[config.mk]
export PLATFORM = sky130hd
export DESIGN_NAME = wbu_commit_queue
export DESIGN_NICKNAME = d
export VERILOG_FILES = /design/src/rtl/wbu_commit_queue.sv
export SDC_FILE = /design/constraint.sdc
export NUM_CORES = 1
export LEC_CHECK = 0
export BUFFER_PORTS_ARGS = -buffer_cell sky130_fd_sc_hd__buf_2
export CAP_MARGIN = 20
export CELL_PAD_IN_SITES_DETAIL_PLACEMENT = 1
export CELL_PAD_IN_SITES_GLOBAL_PLACEMENT = 1
export CORE_ASPECT_RATIO = 2
export CORE_UTILIZATION = 47
export DETAILED_ROUTE_END_ITERATION = 6
export PLACE_DENSITY_LB_ADDON = 0.1
export REMOVE_ABC_BUFFERS = 1
export SETUP_SLACK_MARGIN = 0.1
export SLEW_MARGIN = 20
export SYNTH_ARGS = -nofsm -noshare
export SYNTH_HDL_FRONTEND = slang
export SYNTH_SLANG_ARGS = --single-unit
[constraint.sdc]
create_clock -name clk -period 28.2 [get_ports clk]
set_input_delay 1.41 -clock clk [delete_from_list [all_inputs] [get_ports clk]]
set_output_delay 1.41 -clock clk [all_outputs]
set_load 0.03 [all_outputs]
[src/rtl/wbu_commit_queue.sv]
// rtl/wbu_commit_queue.sv - dual-way writeback commit queue releasing results in pID order
module wbu_commit_queue #(
    parameter int DEPTH = 2
) (
    input  logic        clk,
    input  logic        reset,
    input  logic        flush_i,
    input  logic        way0_valid_i,
    input  logic        way0_rdWriteEnable_i,
    input  logic [4:0]  way0_rdAddr_i,
    input  logic [63:0] way0_rdData_i,
    input  logic [1:0]  way0_pID_i,
    input  logic        way1_valid_i,
    input  logic        way1_rdWriteEnable_i,
    input  logic [4:0]  way1_rdAddr_i,
    input  logic [63:0] way1_rdData_i,
    input  logic [1:0]  way1_pID_i,
    output logic        way0_ready_o,
    output logic        way1_ready_o,
    output logic        way0_valid_o,
    output logic        way0_rdWriteEnable_o,
    output logic [4:0]  way0_rdAddr_o,
    output logic [63:0] way0_rdData_o,
    output logic [1:0]  way0_WBU_pID_o,
    input  logic        way0_ready_i,
    output logic        way1_valid_o,
    output logic        way1_rdWriteEnable_o,
    output logic [4:0]  way1_rdAddr_o,
    output logic [63:0] way1_rdData_o,
    output logic [1:0]  way1_WBU_pID_o,
    input  logic        way1_ready_i,
    output logic [1:0]  commitCount_o
);
    localparam int AW = $clog2(DEPTH);
    localparam int EW = 72;

    // Entry layout: {we[71], addr[70:66], data[65:2], pid[1:0]}
    logic [EW-1:0] r_mem [2][DEPTH];
    logic [AW:0]   r_wr_ptr [2];
    logic [AW:0]   r_rd_ptr [2];
    logic [1:0]    r_seq;

    logic [EW-1:0] w_in_entry [2];
    logic [EW-1:0] w_head [2];
    logic [1:0]    w_in_valid;
    logic [1:0]    w_full;
    logic [1:0]    w_empty;
    logic [1:0]    w_push;
    logic [1:0]    w_pop;
    logic          w_valid0;
    logic          w_valid1;
    logic          w_clear;
    logic [1:0]    w_seq_next1;
    logic [1:0]    w_count;

    assign w_in_valid    = {way1_valid_i, way0_valid_i};
    assign w_in_entry[0] = {way0_rdWriteEnable_i, way0_rdAddr_i, way0_rdData_i, way0_pID_i};
    assign w_in_entry[1] = {way1_rdWriteEnable_i, way1_rdAddr_i, way1_rdData_i, way1_pID_i};
    assign w_clear       = reset | flush_i;
    assign w_seq_next1   = r_seq + 2'd1;

    always_comb begin
        for (int w = 0; w < 2; w++) begin
            w_empty[w] = (r_wr_ptr[w] == r_rd_ptr[w]);
            w_full[w]  = (r_wr_ptr[w][AW-1:0] == r_rd_ptr[w][AW-1:0]) &&
                         (r_wr_ptr[w][AW] != r_rd_ptr[w][AW]);
            w_head[w]  = r_mem[w][r_rd_ptr[w][AW-1:0]];
            w_push[w]  = w_in_valid[w] && !w_full[w];
        end
    end

    // way1 may pair with way0 only when way0 is certain to transfer this cycle
    assign w_valid0 = !reset && !w_empty[0] && (w_head[0][1:0] == r_seq);
    assign w_valid1 = !reset && !w_empty[1] &&
                      ((w_head[1][1:0] == r_seq) ||
                       ((w_head[1][1:0] == w_seq_next1) && w_valid0 && way0_ready_i));

    assign w_pop   = {w_valid1 && way1_ready_i, w_valid0 && way0_ready_i};
    assign w_count = {1'b0, w_pop[0]} + {1'b0, w_pop[1]};

    always_ff @(posedge clk) begin
        if (w_clear) begin
            r_seq <= 2'd0;
            for (int w = 0; w < 2; w++) begin
                r_wr_ptr[w] <= '0;
                r_rd_ptr[w] <= '0;
            end
        end else begin
            r_seq <= r_seq + w_count;
            for (int w = 0; w < 2; w++) begin
                if (w_push[w]) r_wr_ptr[w] <= r_wr_ptr[w] + (AW+1)'(1);
                if (w_pop[w])  r_rd_ptr[w] <= r_rd_ptr[w] + (AW+1)'(1);
            end
        end
    end

    always_ff @(posedge clk) begin
        for (int w = 0; w < 2; w++) begin
            if (!w_clear && w_push[w]) r_mem[w][r_wr_ptr[w][AW-1:0]] <= w_in_entry[w];
        end
    end

    assign way0_ready_o = !reset && !w_full[0];
    assign way1_ready_o = !reset && !w_full[1];

    assign way0_valid_o         = w_valid0;
    assign way0_rdWriteEnable_o = w_valid0 && w_head[0][71] && (w_head[0][70:66] != 5'd0);
    assign way0_rdAddr_o        = w_valid0 ? w_head[0][70:66] : 5'd0;
    assign way0_rdData_o        = w_valid0 ? w_head[0][65:2]  : 64'd0;
    assign way0_WBU_pID_o       = w_valid0 ? w_head[0][1:0]   : 2'd0;

    assign way1_valid_o         = w_valid1;
    assign way1_rdWriteEnable_o = w_valid1 && w_head[1][71] && (w_head[1][70:66] != 5'd0);
    assign way1_rdAddr_o        = w_valid1 ? w_head[1][70:66] : 5'd0;
    assign way1_rdData_o        = w_valid1 ? w_head[1][65:2]  : 64'd0;
    assign way1_WBU_pID_o       = w_valid1 ? w_head[1][1:0]   : 2'd0;

    // A commit coinciding with a flush does not retire anything
    assign commitCount_o = flush_i ? 2'd0 : w_count;
endmodule

==> metrics.md <==
| Metric | Value |
|---|---|
| Detailed placer's ending HPWL | `16.7 mm` |
| Met3 wire length | `1.42 mm` |
| Post-detailed-route count of antenna-violating nets | `0` |
| Area after detailed placement | `13500 um^2` |
| Type of element capturing the critical path | `output port` |
| Overall power consumption | `0.892 mW` |
| Register clock-pin slew on the reported worst setup and hold paths | `0.07 ns` |
| Total routing resource utilization after global routing | `19.0%` |
| Startpoint Class | `register` |
| Slowest cell on the critical path | `buf_4` |
| Status | `completed` |
| Post-CTS setup buffer count | `0` |
| Post-route DRC violation count | `0` |
| Starting utilization of the core area | `47.8%` |
| CTS tree | `done` |
| Layout Nets | `1150` |
| Cell Rows | `81` |
| Worst hold-check slack | `0.655 ns` |
| Flip-flop and latch count after synthesis | `298` |
| Most repeated library cell on the critical path | `buf_4` |
| Filler Cell Count | `2433` |
| Area contributors post-synth | `edfxtp_1, mux2i_1, nor2_1` |
| Netlist cell types | `34` |
| IR Drop Worst-Case VDD | `52.5 uV` |
| CTS buffer count | `25` |
| Leak | `5.44 nW` |
| Maximum number of pins on one net before global-route repair | `75` |
| Number of enable-type register cells in the synthesized netlist | `296` |
| Vias in the first global route | `7140` |
| Routed metal-1 wirelength | `8.74 mm` |
| Min Clock Period, post-route | `4.86 ns` |
| Worst endpoint required time | `26.79 ns` |
| Post-synthesis cell type with the largest combined area | `edfxtp_1` |
| Wire length of the first global-routing pass | `36.6 mm` |
| Highest clock frequency the design can meet | `206 MHz` |
| Final number of max-transition violations | `0` |
| Maximum clock path buffer count | `3` |
| Final wirelength | `25.0 mm` |
| Maximum capacitance violations | `0` |
| Antenna violations before repair | `5` |
| Number of warnings reported in the yosys synthesis log | `0` |
| Initial drt markers | `306` |
| Number of detailed-routing iterations run before antenna repair | `4` |
| Unrepaired setup endpoints after global routing | `no` |
| Type of the most critical hold path | `reg -> reg` |
| Number of clock sinks seen by CTS | `298` |
| Final worst clock skew | `0.00856 ns` |
| Top Ports | `301` |
| Critical path's largest stage delay | `0.60 ns` |
| Horizontal die dimension | `113 um` |
| Die boundary height | `225 um` |
| Hold-fix buffers, CTS | `0` |
| Clock insertion delay at the later pin of the skew report | `0.53 ns` |
| Worst Path Max Fanout | `74` |
| Endpoints failing hold | `0` |
| Register area share after synthesis | `76.5%` |
| Critical Path, Cell by Cell | `buf_4 -> mux2i_4 -> xnor2_1 -> or3_2 -> buf_4 -> o21ai_0 -> a21oi_1 -> buf_2` |
| Type of the worst setup path | `reg -> out` |
| Crit share post-route | `17.2%` |
| Critical path buffer and inverter count | `3` |
| Leftover overflow at the end of global routing | `0` |
| Uppermost metal layer occupied by signal nets | `met4` |
| Worst slew pin tran | `1.00 ns` |
| Syn_area_per_cell | `16.8 um^2` |
| Number of gates given a new drive strength after cts | `0` |
| Category of cells accounting for the largest share of critical-path delay | `buffers and inverters` |
| Input/output buffers | `300` |
| Routed length per instance | `18.5 um` |
| Setup violators final | `0` |
| Clock root buffer | `clkbuf_16` |
| Post-synthesis cell count | `696` |
| Routed vias | `6747` |
| Share of cells above drive strength 1 | `37.1%` |
| Most frequent cells in the layout | `buf_2, edfxtp_1, mux2i_1` |
| Area added between synthesis and finish | `21.9%` |
| Share of Yosys cell area claimed by the top area cell type | `76.2%` |
| Arrival time of data at the critical path endpoint | `3.45 ns` |
| Die ar. | `25500 um^2` |
| Ys async rst share | `0%` |
| Routed length on met2 | `14.0 mm` |
| Placer Congestion | `0.737` |
| Main flop type after synthesis | `edfxtp_1` |
| Relative slew margins | `33.2%` |
| Power Density | `62.7 nW/um^2` |
| Vias per inst | `4.99` |
| H-tree depth | `1` |
| Setup TNS | `0 ns` |
| Synthesized area | `11700 um^2` |
| Core Area | `24400 um^2` |
| Post-route cell area | `14200 um^2` |
| Most frequent standard cell in the layout excluding fill and tap cells | `buf_2` |
-- worst reg2reg max path, cell delays in order, from the launching register on --
cell and delay (ns):
edfxtp_1 0.33, buf_4 0.50, mux2i_4 0.38, xnor2_1 0.14, or3_2 0.49, buf_4 0.36, o21ai_0 0.38, nand2_1 0.11
ha_1 0.20, xor2_1 0.19, nand4_1 0.13, and3b_1 0.21
-- state kept, by name, summed over array words and instances (netlist names) --
signal and cells:
r_seq 2, r_wr_ptr 4, r_mem 288, r_rd_ptr 4
-- cell families (layout without fill, tap and decap cells) --
logic type	Yosys count	after routing	synth area share, %
compound gates	16	16	0.965
xor+xnor	16	16	1.20
fa+ha+maj	1	1	0.107
buf+inv	38	356	1.84
flops	298	298	76.5
mux	143	143	12.4
other cells	0	5	0
simple gates	184	184	6.93
-- cell type report --
type	count	area (um^2)	share of cell area, %
flip-flops and latches	298	8930	62.8
well taps	332	415	2.92
repair buffers	310	1580	11.1
clock buffers	32	672	4.72
multi-input cells	360	2550	17.9
diodes	5	12.5	0.0880
inverters	3	11.3	0.0792
clock inverters	11	60.1	0.422
-- synthesized netlist by cell type (3+ instances only) --
library cell	instances
nor4_1	3
edfxtp_1	296
buf_6	8
xor2_1	5
a21oi_1	3
buf_2	10
nor2_2	19
nor2_1	137
mux2i_1	141
clkbuf_1	17
nand2_1	11
o21ai_0	6
nor4b_1	3
xnor2_1	11
-- worst paths after layout --
check                       from          endpoint  slack [ns]  cells after the start
hold reg to reg   r_rd_ptr[0][1]    r_rd_ptr[0][1]        0.65                      2
setup reg to reg  r_rd_ptr[0][0]          r_seq[1]       24.68                     11
setup / recovery  r_rd_ptr[0][0]  commitCount_o[0]       23.34                      8
hold / removal    r_rd_ptr[0][1]    r_rd_ptr[0][1]        0.65                      2
-- power breakdown --
group	internal, mW	leakage [nW]	total, mW	switching (mW)
sequential	0.500	2.72	0.504	0.00360
combinational	0.0257	2.35	0.0736	0.0479
clock	0.168	0.368	0.315	0.146
total	0.694	5.44	0.892	0.198
-- stage by stage --
stage	utilization (%)	worst slack, ns	cells
6_report	58.2	23.34	1351
5_1_grt	58.2	23.10	1351
4_1_cts	58.2	23.24	1346
3_5_place_dp	55.2	23.44	1303
3_3_place_gp	55.2	23.44	1303
2_1_floorplan	-	16.93	661
-- metal layers --
metal	vias to the layer above	track usage, %
li1	3188	-
met1	3299	18.9
met2	221	37.1
met3	39	3.91
met4	0	8.36
met5	-	0
Note: power is estimated with default switching activity, not from simulation.
